### src/rtl/online_adder_serial.sv
// online_adder_serial: digit-serial, MSD-first radix-2 signed-digit online adder.
// LANES independent lanes run in lockstep under one valid/ready handshake.
// Each frame takes NDIG digits per operand and emits NDIG+1 sum digits
// (z_0 .. z_NDIG) with online delay 2.
// Digit encoding {p,n} has value p-n. Input code 11 is read as 0, and the
// output never produces 11.
// Optional build macro ONLINE_ADD_ERRCHK_EN enables the sticky invalid-code
// flag err. Without it, err is tied to 0.

module online_adder_serial #(
  parameter int NDIG  = 8,
  parameter int LANES = 1
) (
  input  logic               clk,
  input  logic               rst,
  input  logic               in_valid,
  output logic               in_ready,
  input  logic [2*LANES-1:0] x,
  input  logic [2*LANES-1:0] y,
  output logic               out_valid,
  input  logic               out_ready,
  output logic [2*LANES-1:0] z,
  output logic               out_first,
  output logic               out_last,
  output logic               err
);

  localparam int CW = $clog2(NDIG + 3);

  typedef enum logic [2:0] {
    S_IDLE,
    S_FILL,
    S_STREAM,
    S_FLUSH1,
    S_FLUSH2
  } state_e;

  // Signed-digit code {p,n} to its value; 11 reads as 0.
  function automatic logic signed [2:0] dec(input logic [1:0] d);
    case (d)
      2'b10:   dec = 3'sd1;
      2'b01:   dec = -3'sd1;
      default: dec = 3'sd0;
    endcase
  endfunction

  // Transfer part of w = 2t + u. The lookahead on w_nxt keeps z in {-1,0,1}.
  function automatic logic signed [2:0] t_of(input logic signed [2:0] w,
                                             input logic signed [2:0] w_nxt);
    case (w)
      3'sd2:   t_of = 3'sd1;
      -3'sd2:  t_of = -3'sd1;
      3'sd1:   t_of = (w_nxt >= 3'sd0) ? 3'sd1 : 3'sd0;
      -3'sd1:  t_of = (w_nxt <= 3'sd0) ? -3'sd1 : 3'sd0;
      default: t_of = 3'sd0;
    endcase
  endfunction

  // Interim-sum part of w = 2t + u. This is the complement of t_of.
  function automatic logic signed [2:0] u_of(input logic signed [2:0] w,
                                             input logic signed [2:0] w_nxt);
    case (w)
      3'sd1:   u_of = (w_nxt >= 3'sd0) ? -3'sd1 : 3'sd1;
      -3'sd1:  u_of = (w_nxt <= 3'sd0) ? 3'sd1 : -3'sd1;
      default: u_of = 3'sd0;
    endcase
  endfunction

  // Sum digit value in {-1,0,1} back to the {p,n} code.
  function automatic logic [1:0] enc(input logic signed [2:0] s);
    case (s)
      3'sd1:   enc = 2'b10;
      -3'sd1:  enc = 2'b01;
      default: enc = 2'b00;
    endcase
  endfunction

  state_e                    state_q, state_d;
  logic [CW-1:0]             cnt_q, cnt_d;
  logic [LANES-1:0][2:0]     wm2_q, wm2_d;   // w_{j-2} per lane
  logic [LANES-1:0][2:0]     wm1_q, wm1_d;   // w_{j-1} per lane
  logic [2*LANES-1:0]        z_q, z_d;
  logic                      out_valid_q, out_valid_d;
  logic                      first_q, first_d;
  logic                      last_q, last_d;

  logic                      adv;
  logic                      in_phase;
  logic                      accept;
  logic                      step;
  logic                      emit;
  logic [LANES-1:0][2:0]     w_cur;
  logic [2*LANES-1:0]        z_step;

  // Handshake: a step fires on an accepted digit or on a flush beat.
  // Flush beats ignore in_valid.
  always_comb begin
    adv      = !out_valid_q || out_ready;
    in_phase = (state_q == S_IDLE) || (state_q == S_FILL) || (state_q == S_STREAM);
    in_ready = !rst && adv && in_phase;
    accept   = in_ready && in_valid;
    step     = accept || (adv && !in_phase);
    emit     = step && (state_q != S_IDLE);
  end

  // Per-lane datapath: z_{j-2} = u_{j-2} + t_{j-1}, with zero digits during flush.
  always_comb begin
    w_cur  = '0;
    z_step = '0;
    for (int k = 0; k < LANES; k++) begin
      w_cur[k] = in_phase ? (dec(x[2*k +: 2]) + dec(y[2*k +: 2])) : 3'sd0;
      z_step[2*k +: 2] = enc(u_of(wm2_q[k], wm1_q[k]) + t_of(wm1_q[k], w_cur[k]));
    end
  end

  // Next-state logic for the frame FSM, the digit history and the output register.
  always_comb begin
    // NOTE: every variable this block writes gets a default first, so no path can infer a latch.
    state_d     = state_q;
    cnt_d       = cnt_q;
    wm2_d       = wm2_q;
    wm1_d       = wm1_q;
    z_d         = z_q;
    out_valid_d = out_valid_q;
    first_d     = first_q;
    last_d      = last_q;

    if (step) begin
      wm2_d = wm1_q;
      wm1_d = w_cur;
      case (state_q)
        S_IDLE: begin
          state_d = S_FILL;
          cnt_d   = CW'(1);
        end
        S_FILL, S_STREAM: begin
          cnt_d   = cnt_q + CW'(1);
          state_d = (cnt_q == CW'(NDIG - 1)) ? S_FLUSH1 : S_STREAM;
        end
        S_FLUSH1: begin
          cnt_d   = cnt_q + CW'(1);
          state_d = S_FLUSH2;
        end
        S_FLUSH2: begin
          cnt_d   = '0;
          state_d = S_IDLE;
          wm2_d   = '0;
          wm1_d   = '0;
        end
        default: begin
          cnt_d   = '0;
          state_d = S_IDLE;
        end
      endcase
    end

    if (emit) begin
      z_d         = z_step;
      out_valid_d = 1'b1;
      first_d     = (state_q == S_FILL);
      last_d      = (state_q == S_FLUSH2);
    end else if (out_ready) begin
      out_valid_d = 1'b0;
    end
  end

  // State, history and output registers. Reset abandons any frame in flight.
  always_ff @(posedge clk or posedge rst) begin
    if (rst) begin
      state_q     <= S_IDLE;
      cnt_q       <= '0;
      // NOTE: the lane history must be reset. Reset mid-frame would otherwise leak stale digits into the next frame's z_0.
      wm2_q       <= '0;
      wm1_q       <= '0;
      z_q         <= '0;
      out_valid_q <= 1'b0;
      first_q     <= 1'b0;
      last_q      <= 1'b0;
    end else begin
      // NOTE: non-blocking assignments, so every register samples the pre-edge values.
      state_q     <= state_d;
      cnt_q       <= cnt_d;
      wm2_q       <= wm2_d;
      wm1_q       <= wm1_d;
      z_q         <= z_d;
      out_valid_q <= out_valid_d;
      first_q     <= first_d;
      last_q      <= last_d;
    end
  end

  assign out_valid = out_valid_q;
  assign z         = z_q;
  assign out_first = first_q;
  assign out_last  = last_q;

`ifdef ONLINE_ADD_ERRCHK_EN
  logic err_q, err_d;
  logic bad_code;

  // Sticky flag for code 11 on an accepted beat. A clean frame start clears it.
  always_comb begin
    bad_code = 1'b0;
    for (int k = 0; k < LANES; k++) begin
      if (x[2*k +: 2] == 2'b11 || y[2*k +: 2] == 2'b11) bad_code = 1'b1;
    end
    err_d = err_q;
    if (accept) begin
      if (bad_code)                 err_d = 1'b1;
      else if (state_q == S_IDLE)   err_d = 1'b0;
    end
  end

  // Error flag register.
  always_ff @(posedge clk or posedge rst) begin
    if (rst) err_q <= 1'b0;
    else     err_q <= err_d;
  end

  assign err = err_q;
`else
  assign err = 1'b0;
`endif

endmodule

### config.mk
export PLATFORM = sky130hd
export DESIGN_NAME = online_adder_serial
export DESIGN_NICKNAME = d
export VERILOG_FILES = /design/src/rtl/online_adder_serial.sv
export SDC_FILE = /design/constraint.sdc
export NUM_CORES = 1
export LEC_CHECK = 0
export ABC_AREA = 1
export BUFFER_PORTS_ARGS = -buffer_cell sky130_fd_sc_hd__buf_2
export CORE_UTILIZATION = 51
export DETAILED_ROUTE_END_ITERATION = 8
export GPL_ROUTABILITY_DRIVEN = 0
export HOLD_SLACK_MARGIN = 0.03
export MAX_ROUTING_LAYER = met4
export PLACE_DENSITY = 0.74
export SLEW_MARGIN = 20
export SYNTH_ARGS = -nofsm -noshare
export SYNTH_HDL_FRONTEND = slang
export SYNTH_SLANG_ARGS = --single-unit
### constraint.sdc
create_clock -name clk -period 2.1 [get_ports clk]
set_input_delay 0.42 -clock clk [delete_from_list [all_inputs] [get_ports clk]]
set_output_delay 0.42 -clock clk [all_outputs]
set_load 0.02 [all_outputs]
## Yosys cells after proc, flatten, opt, wreduce, memory -nomap -nowiden

Cells that the tools add are included.

- Logic and storage cells: 66
- Output and inout port bits: 7
- Input bits: 8
- Register bits: 18

- Reductions and logical operators: 17
- Multiplexer cells: 17
- Eq/ne operators: 17
- Magnitude comparators: 4
- Add/subtract/negate cells: 3

Operators by type and width:

| operator | count |
|---|---|
| 3-bit two-way mux | 6 |
| 3-bit one-hot mux with 2 select lines | 3 |
| 3-bit equality test, second input constant | 5 |
| 3-bit by 1-bit equality test with 1-bit output, second input constant | 4 |
| 3-bit one-hot mux with 4 select lines | 1 |
| 3-bit by 2-bit equality test with 1-bit output, second input constant | 3 |
| 3-bit one-hot mux with 3 select lines | 1 |
| 4-bit one-hot mux with 2 select lines | 1 |
| 3-bit adder | 2 |
| 3-bit by 1-bit greater-or-equal comparator with 1-bit output, second input constant | 2 |
| 3-bit by 1-bit less-or-equal comparator with 1-bit output, second input constant | 2 |
| 1-bit logical AND | 5 |
| 4-bit by 1-bit adder with 4-bit output, second input constant | 1 |
| 2-bit by 1-bit equality test with 1-bit output, second input constant | 2 |
| 2-bit equality test, second input constant | 2 |
| 4-bit by 3-bit equality test with 1-bit output, second input constant | 1 |
| 1-bit logical OR | 4 |
| 1-bit two-way mux | 4 |
| 2-bit one-hot mux with 2 select lines | 1 |
| 1-bit logical NOT | 3 |
| 3-bit logical NOT | 1 |
| 3-bit nonzero test | 1 |
| 3-bit OR reduction | 1 |
| 2-bit nonzero test | 1 |
| 2-bit OR reduction | 1 |

## Longest topological paths before layout

Gate-level depths: netlist (run 1).

- Word-level depth: 10
- Gate-level depth with buffers: 18
- Mapped depth without buffers: 18

## Worst setup path before layout (run 1)

No wires, ideal clock.

- Kind: input to register
- Start: input port x[1]
- End: register z_q[0] (netlist: z[0])
- Data required time: 2.035 ns
- Slack: -0.682 ns
- Library setup time: 0.065 ns
- Buffers on the path: 0
- Arrival time: 2.717 ns
- Cell stages on the path: 16
- Cells stage by stage: inv_1 -> ha_1 -> inv_1 -> ha_1 -> inv_1 -> fa_1 -> inv_1 -> o211ai_1 -> nand2_1 -> nand2_1 -> ha_1 -> inv_1 -> fa_1 -> nor3b_1 -> nand4_1 -> nand2_1

- Cells in the longest elaborated chain, start to end: 10
- Elaborated cells on any way between the ends: 14
- Classes of those cells: 2 x add/sub; 2 x order compare; 4 x eq/ne; 6 x mux

RTL lines:

| item | line | source |
|---|---|---|
| start, declared | 18 | `input logic [2*LANES-1:0] x,` |
| 2-bit by 1-bit equality test with 1-bit output or 2-bit equality test (tied branches) | 40 | `case (d)` |
| 3-bit one-hot mux with 2 select lines * | 40 |  |
| 3-bit adder * | 111 | `w_cur[k] = in_phase ? (dec(x[2*k +: 2]) + dec(y[2*k +: 2])) : 3'sd0;` |
| 3-bit two-way mux * | 111 |  |
| 3-bit by 1-bit less-or-equal comparator with 1-bit output or 3-bit by 1-bit greater-or-equal comparator with 1-bit output (tied branches) | 54, 53 |  |
| 3-bit two-way mux or 1-bit two-way mux (tied branches) | 54, 53 |  |
| 3-bit one-hot mux with 4 select lines * | 50 | `case (w)` |
| 3-bit adder * | 112 | `z_step[2*k +: 2] = enc(u_of(wm2_q[k], wm1_q[k]) + t_of(wm1_q[k], w_cur[k]));` |
| 3-bit equality test or 3-bit by 1-bit equality test with 1-bit output (tied branches) | 71 | `case (s)` |
| 2-bit one-hot mux with 2 select lines * | 71 |  |
| end signal, assigned | 185 | `z_q <= z_d;` |
| end, declared | 82 | `logic [2*LANES-1:0] z_q, z_d;` |

Every way passes the cells marked *; elsewhere a longest branch is shown, timed or not.
A chain may end at the register's enable or synchronous reset.

## Final worst setup path (run 1)

- Start: input port x[1]
- End: register z_q[1] (netlist: z[1])

The elaborated chain is that of the path after synthesis.

==> results of run 1 <==
area by class of cell:
class                      instances  area [um2]  share of cell area
clock buffer                       3       22.52             0.01529
timing repair buffer              26       187.7              0.1274
multi-input combinational        106       683.2              0.4639
inverter                          23       93.84             0.06372
tap                               28       35.03             0.02379
sequential                        18       450.4              0.3059
routing by layer:
metal	vias to the layer above	track usage	wire length, um
li1	528	-	-
met5	-	-	0
met2	23	0.4067	1302
met3	7	0.04545	75
met4	0	0.1204	57
met1	487	0.2750	1110
cells in the final DEF (no fill, tap or decap), types with 2 or more instances in the layout:
cell and count:
nand2_1 47, dfrtp_1 18, inv_1 15, buf_4 13, nor2_1 9, o21ai_2 9
buf_2 9, nand3_1 7, inv_2 6, nand4_1 6, fa_1 4, buf_6 4
o21ai_0 3, a21oi_1 3, ha_4 3, clkbuf_4 3, nand2_2 2
registers in the layout (all words and copies together) (netlist names):
signal	cells
state_q	3
out_last	1
wm1_q	3
z	2
out_valid	1
cnt_q	4
wm2_q	3
out_first	1
cell families after synthesis:
family / Yosys count / share of synthesized area
AND/OR/NAND/NOR: 79 / 0.3030
AO/OA/AOI/OAI: 17 / 0.1034
adder cells (fa/ha/maj): 9 / 0.1179
flip-flops: 18 / 0.3723
other: 1 / 0.003099
buffers and inverters: 27 / 0.1003
power by group:
group	switching [mW]	internal [mW]
Sequential	0.129	0.492
Clock	0.112	0.0670
Combinational	0.693	0.443
worst min-delay path: cells and delay by family:
| family | cells | cell delay, ps |
|---|---|---|
| buffers and inverters | 3 | 450 |
metrics by stage:
stage                       util  TNS [ps]  power [mW]  hold slack, ps  cells
after CTS                 0.6571     -1003       1.927           183.1    204
after global placement    0.6314     -1568       1.672           450.8    200
after detailed placement  0.6314     -1704       1.728           454.7    200
after global routing      0.6594     -1207       2.100           208.4    204
after floorplan                -     -1128       1.460           375.2    151
final                     0.6594     -1004       1.936           184.1    204
timing repair:
action / in CTS / in global routing
hold endpoints to repair: 0 / 0
endpoints found under the setup margin: 2 / 2
resized for setup: 7 / 2
cloned: 0 / 0
buffers inserted: 1 / 0
path summary, 6_finish.rpt:
check	cells past startpoint	slack, ps	from	to
max in group asynchronous	3	1720	rst	out_last
worst max register to register	12	-20	state_q[0]	z[0]
min in group clk	2	470	out_first	out_first
worst min register to register	2	470	out_first	out_first
worst min-delay path	3	180	rst	cnt_q[0]
worst max-delay path	18	-520	x[1]	z[1]
==> impl_metrics.ini, run 1 <==
[synthesis]
ys_ff_latch = 18
synth_edf_count = 0
synth_cell_type_count = 27
yosysMostFrequentCell = nand2_1
synthCells = 151
synthFlopType = dfrtp_1
syn_area_um2 = 1210
synth_nets = 168
avgSynthCellArea_um2 = 8.013
async_flop_share = 1.000
synth.yosys.seq_area_share = 0.3723
synth_top_area_cell = dfrtp_1
ys_warn_count = 0
synth_area_leaders = dfrtp_1 (37%), nand2_1 (15%), inv_1 (6.8%)
synth_commonest_cells = nand2_1 (47), inv_1 (22), dfrtp_1 (18)
synth.top_cell.area_share = 0.3723

[floorplanning]
core_area_um2 = 2233
die_h_um = 50.71
num_rows = 17
initial_utilization = 0.5417
die_area_um2 = 2571
die_x_um = 50.71
io_pins = 15

[sta]
setup_ws_ps = -520.5
finalSetupViolCount = 2
finClkSkew_ps = 0.8579
report.final.slew_viol_count = 0
rsz0062_at_grt = yes
fin_crit_sh = 1.248
finalHoldViolations = 0
post-route-min-period_ps = 2620
fmax_mhz = 381.6

[pwr]
p_leak_nw = 0.7637
ir_drop_v = 0.0008362
p_per_area_nw_per_um2 = 1314

[global_route]
grt-ovfl-total = 0
grt_pass1_vias = 1012
grt_usage = 0.2421
grt_pass1_wl_mm = 4.381
grt_max_degree = 21
antenna_found_initial = 0

[clock_network]
clock_path_buffers = 2
cts-htree-levels = 1
cts_root_buffer = clkbuf_4
path_clk_slew_ps = 100
cts_tree = built
cts_made_buffers = 3
postCtsHoldBufs = 0
clk_latency_ps = 300
cts_sinks = 18

[outcome]
failed_checks = setup timing
status = finished with violations

[placed_design]
dpl_worst_slack_ps = -859.9
portBuffers = 13
placed_cell_area_um2 = 1410
dpl.hpwl_mm = 1.833

[final_layout]
syn_to_final_growth_pct = 21.72
layout.nets = 195
num-fill-cells = 211
drive_gt1_frac = 0.3295
antenna-diode-count = 0
final_area_um2 = 1473

[min_path]
hold_class = in -> async

[worst_setup_path]
path_cells = buf_6, clkinv_4, ha_4, inv_2, ha_4, inv_4, fa_1, inv_2, o211ai_1, nand2_1, nand2_1, ha_2, inv_2, fa_1, nand2_1, nor2_1, nand4_1, nand2_1
path_delay_family = adder cells
cpPeakStageDelay_ps = 520
crit_fanout = 3
required_ps = 2350
arrival_ps = 2870
cp_common_cell = nand2_1
start_kind = input port
cp_slowest_cell = fa_1
crit_buf_inv = 6
worstSetupPathType = in -> reg
end_kind = register

[route]
drc = 0
wirelength_mm = 2.546
vias_per_cell = 5.123
ant_nets = 0
num_vias = 1045
first_pass_iters = 4
drt_iter0_drc = 25
post_drt_wl_per_cell_um = 12.48

[flow_run]
drv_cap = 0
No activity file was read; power rests on OpenSTA's default activity.
==> run 2: changes to the inputs <==
Settings changed: CORE_MARGIN set to 2.
==> impl_metrics.ini, run 2 (same netlist as run 1, synthesis figures left out) <==
[outcome]
status = finished with violations
failed_checks = setup timing

[route]
post_drt_wl_per_cell_um = 12.20
drt_iter0_drc = 14
ant_nets = 0
drc = 0
vias_per_cell = 5.112
first_pass_iters = 4
wirelength_mm = 2.501
num_vias = 1048

[clock_network]
clk_latency_ps = 300
postCtsHoldBufs = 0
path_clk_slew_ps = 110
cts-htree-levels = 1
cts_tree = built
cts_sinks = 18
clock_path_buffers = 2
cts_root_buffer = clkbuf_4
cts_made_buffers = 3

[global_route]
grt_pass1_wl_mm = 4.202
grt_usage = 0.2127
grt_pass1_vias = 1021
grt_use_met2 = 0.3583
grt_use_met1 = 0.2459
antenna_found_initial = 0
grt-ovfl-total = 0
grt_busiest_layer = met2
grt_max_degree = 21
use_met3 = 0.04000

[final_layout]
regMostFlops = cnt_q
final_area_um2 = 1491
antenna-diode-count = 0
syn_to_final_growth_pct = 23.27
largest_reg_flops = 4
layout_common_cells = nand2_1 (47), dfrtp_1 (18), inv_1 (15), buf_4 (13)
post-route-util = 0.6678
layout.nets = 195
layout_commonest_cell = nand2_1
drive_gt1_frac = 0.3333
layoutNonFillerInstCount = 205

[worst_setup_path]
crit_fanout = 3
required_ps = 2350
worstSetupPathType = in -> reg
arrival_ps = 2870
end_kind = register
start_kind = input port

[floorplanning]
io_pins = 15
die_h_um = 52.71
die_area_um2 = 2778
num_rows = 17
core_area_um2 = 2233
die_x_um = 52.71
initial_utilization = 0.5417

[pwr]
ir_drop_v = 0.0008765
p_leak_nw = 0.7708
p_per_area_nw_per_um2 = 1322

[placed_design]
placed_cells = 200
portBuffers = 13
dpl.hpwl_mm = 1.896
placed_cell_area_um2 = 1410
dpl_worst_slack_ps = -845.1

[sta]
finalHoldViolations = 0
fmax_mhz = 381.8
setup_ws_ps = -518.9
report.final.slew_viol_count = 0
finClkSkew_ps = 1.446
rsz0062_at_grt = yes
fin_crit_sh = 1.247
finalSetupViolCount = 2
post-route-min-period_ps = 2619

[min_path]
hold_class = in -> async

[flow_run]
drv_cap = 0
[run 2: final timing paths]
kind	to	slack, ps	depth (start not counted)	startpoint
worst max-delay path	z[0]	-520	16	x[0]
worst min-delay path	wm1_q[2]	180	3	rst
worst max register to register	z[0]	-40	12	state_q[0]
worst min register to register	out_last	480	2	out_last
max in group asynchronous	state_q[1]	1720	3	rst
min in group clk	out_last	480	2	out_last
[run 2: critical path: stages]
cell	delay, ps
buf_6	100
ha_4	230
inv_4	50
ha_4	130
inv_4	30
fa_1	490
inv_2	50
o211ai_1	150
nand2_1	70
nand2_1	60
ha_2	180
inv_2	40
fa_1	470
nor3b_2	180
nand4_1	120
nand2_1	80
[run 2: area by class of cell]
class                           count  area, um2
Fill cell                         198      742.0
Multi-Input combinational cell    106      683.2
Sequential cell                    18      450.4
Timing Repair Buffer               26      187.7
Inverter                           23      98.84
Clock buffer                        4      36.28
Tap cell                           28      35.03
[run 2: what timing repair did]
| action | CTS | global route |
|---|---|---|
| hold endpoints to repair | 0 | 0 |
| resized for setup | 5 | 5 |
| setup buffers | 1 | 0 |
| pin swaps | 1 | 4 |
| setup endpoints to repair | 2 | 2 |
[run 2: power breakdown]
group	internal, mW	switching [mW]
logic	0.444	0.683
registers	0.492	0.129
clock network	0.106	0.117
[run 2: per-layer routing]
metal,up-vias,part of all wire
met2,16,0.54
li1,529,-
met3,7,0.024
met1,496,0.42
met4,0,0.018
met5,-,0
[run 2: through the flow]
stage	total power, mW	TNS [ps]	hold slack [ps]
5_1_grt	2.175	-1352	218.7
2_1_floorplan	1.460	-1128	375.2
3_3_place_gp	1.676	-1581	456.3
3_5_place_dp	1.728	-1688	460.1
4_1_cts	1.965	-1015	191.8
6_report	1.972	-1021	180.4
==> run 3: changes to the inputs <==
Settings changed: BUFFER_PORTS_ARGS -buffer_cell sky130_fd_sc_hd__buf_2 to not set, CORE_MARGIN 2 to not set, CORE_UTILIZATION 51 to 55, DONT_BUFFER_PORTS set to 1, PLACE_DENSITY 0.74 to 0.73.
==> impl_metrics.ini, run 3 (same netlist as run 1, synthesis figures left out) <==
[outcome]
status = finished with violations
failed_checks = setup timing

[final_layout]
drive_gt1_frac = 0.2761
layout_common_cells = nand2_1 (47), dfrtp_1 (18), inv_1 (15), buf_4 (11), o21ai_2 (9)
num-fill-cells = 178
antenna-diode-count = 0
layout_commonest_cell = nand2_1
syn_to_final_growth_pct = 15.31
layout.nets = 181
regMostFlops = cnt_q
largest_reg_flops = 4
layoutNonFillerInstCount = 190

[floorplanning]
core_area_um2 = 2022
num_rows = 16
die_x_um = 48.90
io_pins = 15
die_area_um2 = 2391
die_h_um = 48.90
initial_utilization = 0.5984

[sta]
finalSetupViolCount = 2
finalHoldViolations = 0
finClkSkew_ps = 8.697
fin_crit_sh = 1.193
fmax_mhz = 399.2
report.final.slew_viol_count = 0
rsz0062_at_grt = yes
setup_ws_ps = -404.8
post-route-min-period_ps = 2505

[global_route]
grt_max_degree = 21
grt-ovfl-total = 0
grt_pass1_wl_mm = 4.229
grt_pass1_vias = 984
antenna_found_initial = 0
grt_usage = 0.2369

[route]
post_drt_wl_per_cell_um = 12.09
vias_per_cell = 5.137
drc = 0
num_vias = 976
first_pass_iters = 4
ant_nets = 0
wirelength_mm = 2.297
drt_iter0_drc = 15

[clock_network]
cts_root_buffer = clkbuf_4
clk_latency_ps = 290
cts_tree = built
cts_made_buffers = 3
clock_path_buffers = 2
path_clk_slew_ps = 110
cts_sinks = 18
cts-htree-levels = 1
postCtsSetupRepairBufs = 0

[min_path]
hold_class = in -> async

[worst_setup_path]
end_kind = register
path_cells = ha_4, inv_2, ha_4, inv_4, fa_1, inv_2, o211ai_1, nand2_1, nand2_1, ha_2, inv_2, fa_1, nand2_1, nor2_2, nand4_1, nand2_1
start_kind = input port
path_delay_family = adder cells
arrival_ps = 2750
cp_common_cell = nand2_1
crit_buf_inv = 4
cp_slowest_cell = fa_1
worstSetupPathType = in -> reg
cpPeakStageDelay_ps = 510
required_ps = 2340
crit_fanout = 3

[pwr]
ir_drop_v = 0.0008781
finalPower_mw = 1.921
p_leak_nw = 0.7006
p_per_area_nw_per_um2 = 1377

[flow_run]
drv_cap = 0

[placed_design]
placed_cells = 185
portBuffers = 0
dpl.hpwl_mm = 1.760
## run 3: layout make-up
class / count / area, um2 / share of cell area
Multi-Input combinational cell: 106 / 685.7 / 0.4915
Sequential cell: 18 / 450.4 / 0.3229
Inverter: 23 / 96.34 / 0.06906
Timing Repair Buffer: 12 / 92.59 / 0.06637
Clock buffer: 4 / 36.28 / 0.02601
Tap cell: 27 / 33.78 / 0.02422
## run 3: final timing paths
| path | startpoint | endpoint | slack, ps | cells after the start |
|---|---|---|---|---|
| min in group clk | out_ready | out_valid | 500 | 4 |
| max | x[0] | z[1] | -400 | 16 |
| max in group asynchronous | rst | wm1_q[1] | 1240 | 3 |
| min | rst | state_q[2] | 430 | 2 |
| max reg2reg | state_q[1] | z[0] | 20 | 12 |
| min reg2reg | wm2_q[2] | wm2_q[2] | 520 | 2 |
## run 3: report_power, final
part / switching [mW] / internal, mW
clock network: 0.108 / 0.106
registers: 0.174 / 0.492
logic: 0.640 / 0.401
## run 3: per-layer routing
metal / GRT usage / routed length (um) / vias up
met2: 0.3981 / 1164 / 18
met3: 0.02804 / 62 / 2
met1: 0.2990 / 1055 / 460
li1: - / - / 496
met4: 0.07353 / 14 / 0
met5: - / 0 / -
## run 3: what timing repair did
action                                 4_1_cts  5_1_grt
pin swaps                                    0        0
resized for setup                            1        4
hold buffers                                 1        0
setup endpoints to repair                    2        2
endpoints found under the hold margin        1        0
## run 3: metrics by stage
step | hold WS, ps | setup WS [ps] | area (um2) | TNS (ps) | util
after detailed placement | 189.7 | -706.4 | 1336 | -1407 | 0.6609
after global placement | 190.0 | -655.0 | 1336 | -1284 | 0.6609
after CTS | 426.7 | -398.8 | 1383 | -790.5 | 0.6838
final | 432.2 | -404.8 | 1395 | -739.9 | 0.6900
after global routing | 429.0 | -547.0 | 1395 | -1079 | 0.6900
after floorplan | 375.2 | -564.2 | 1255 | -1128 | -
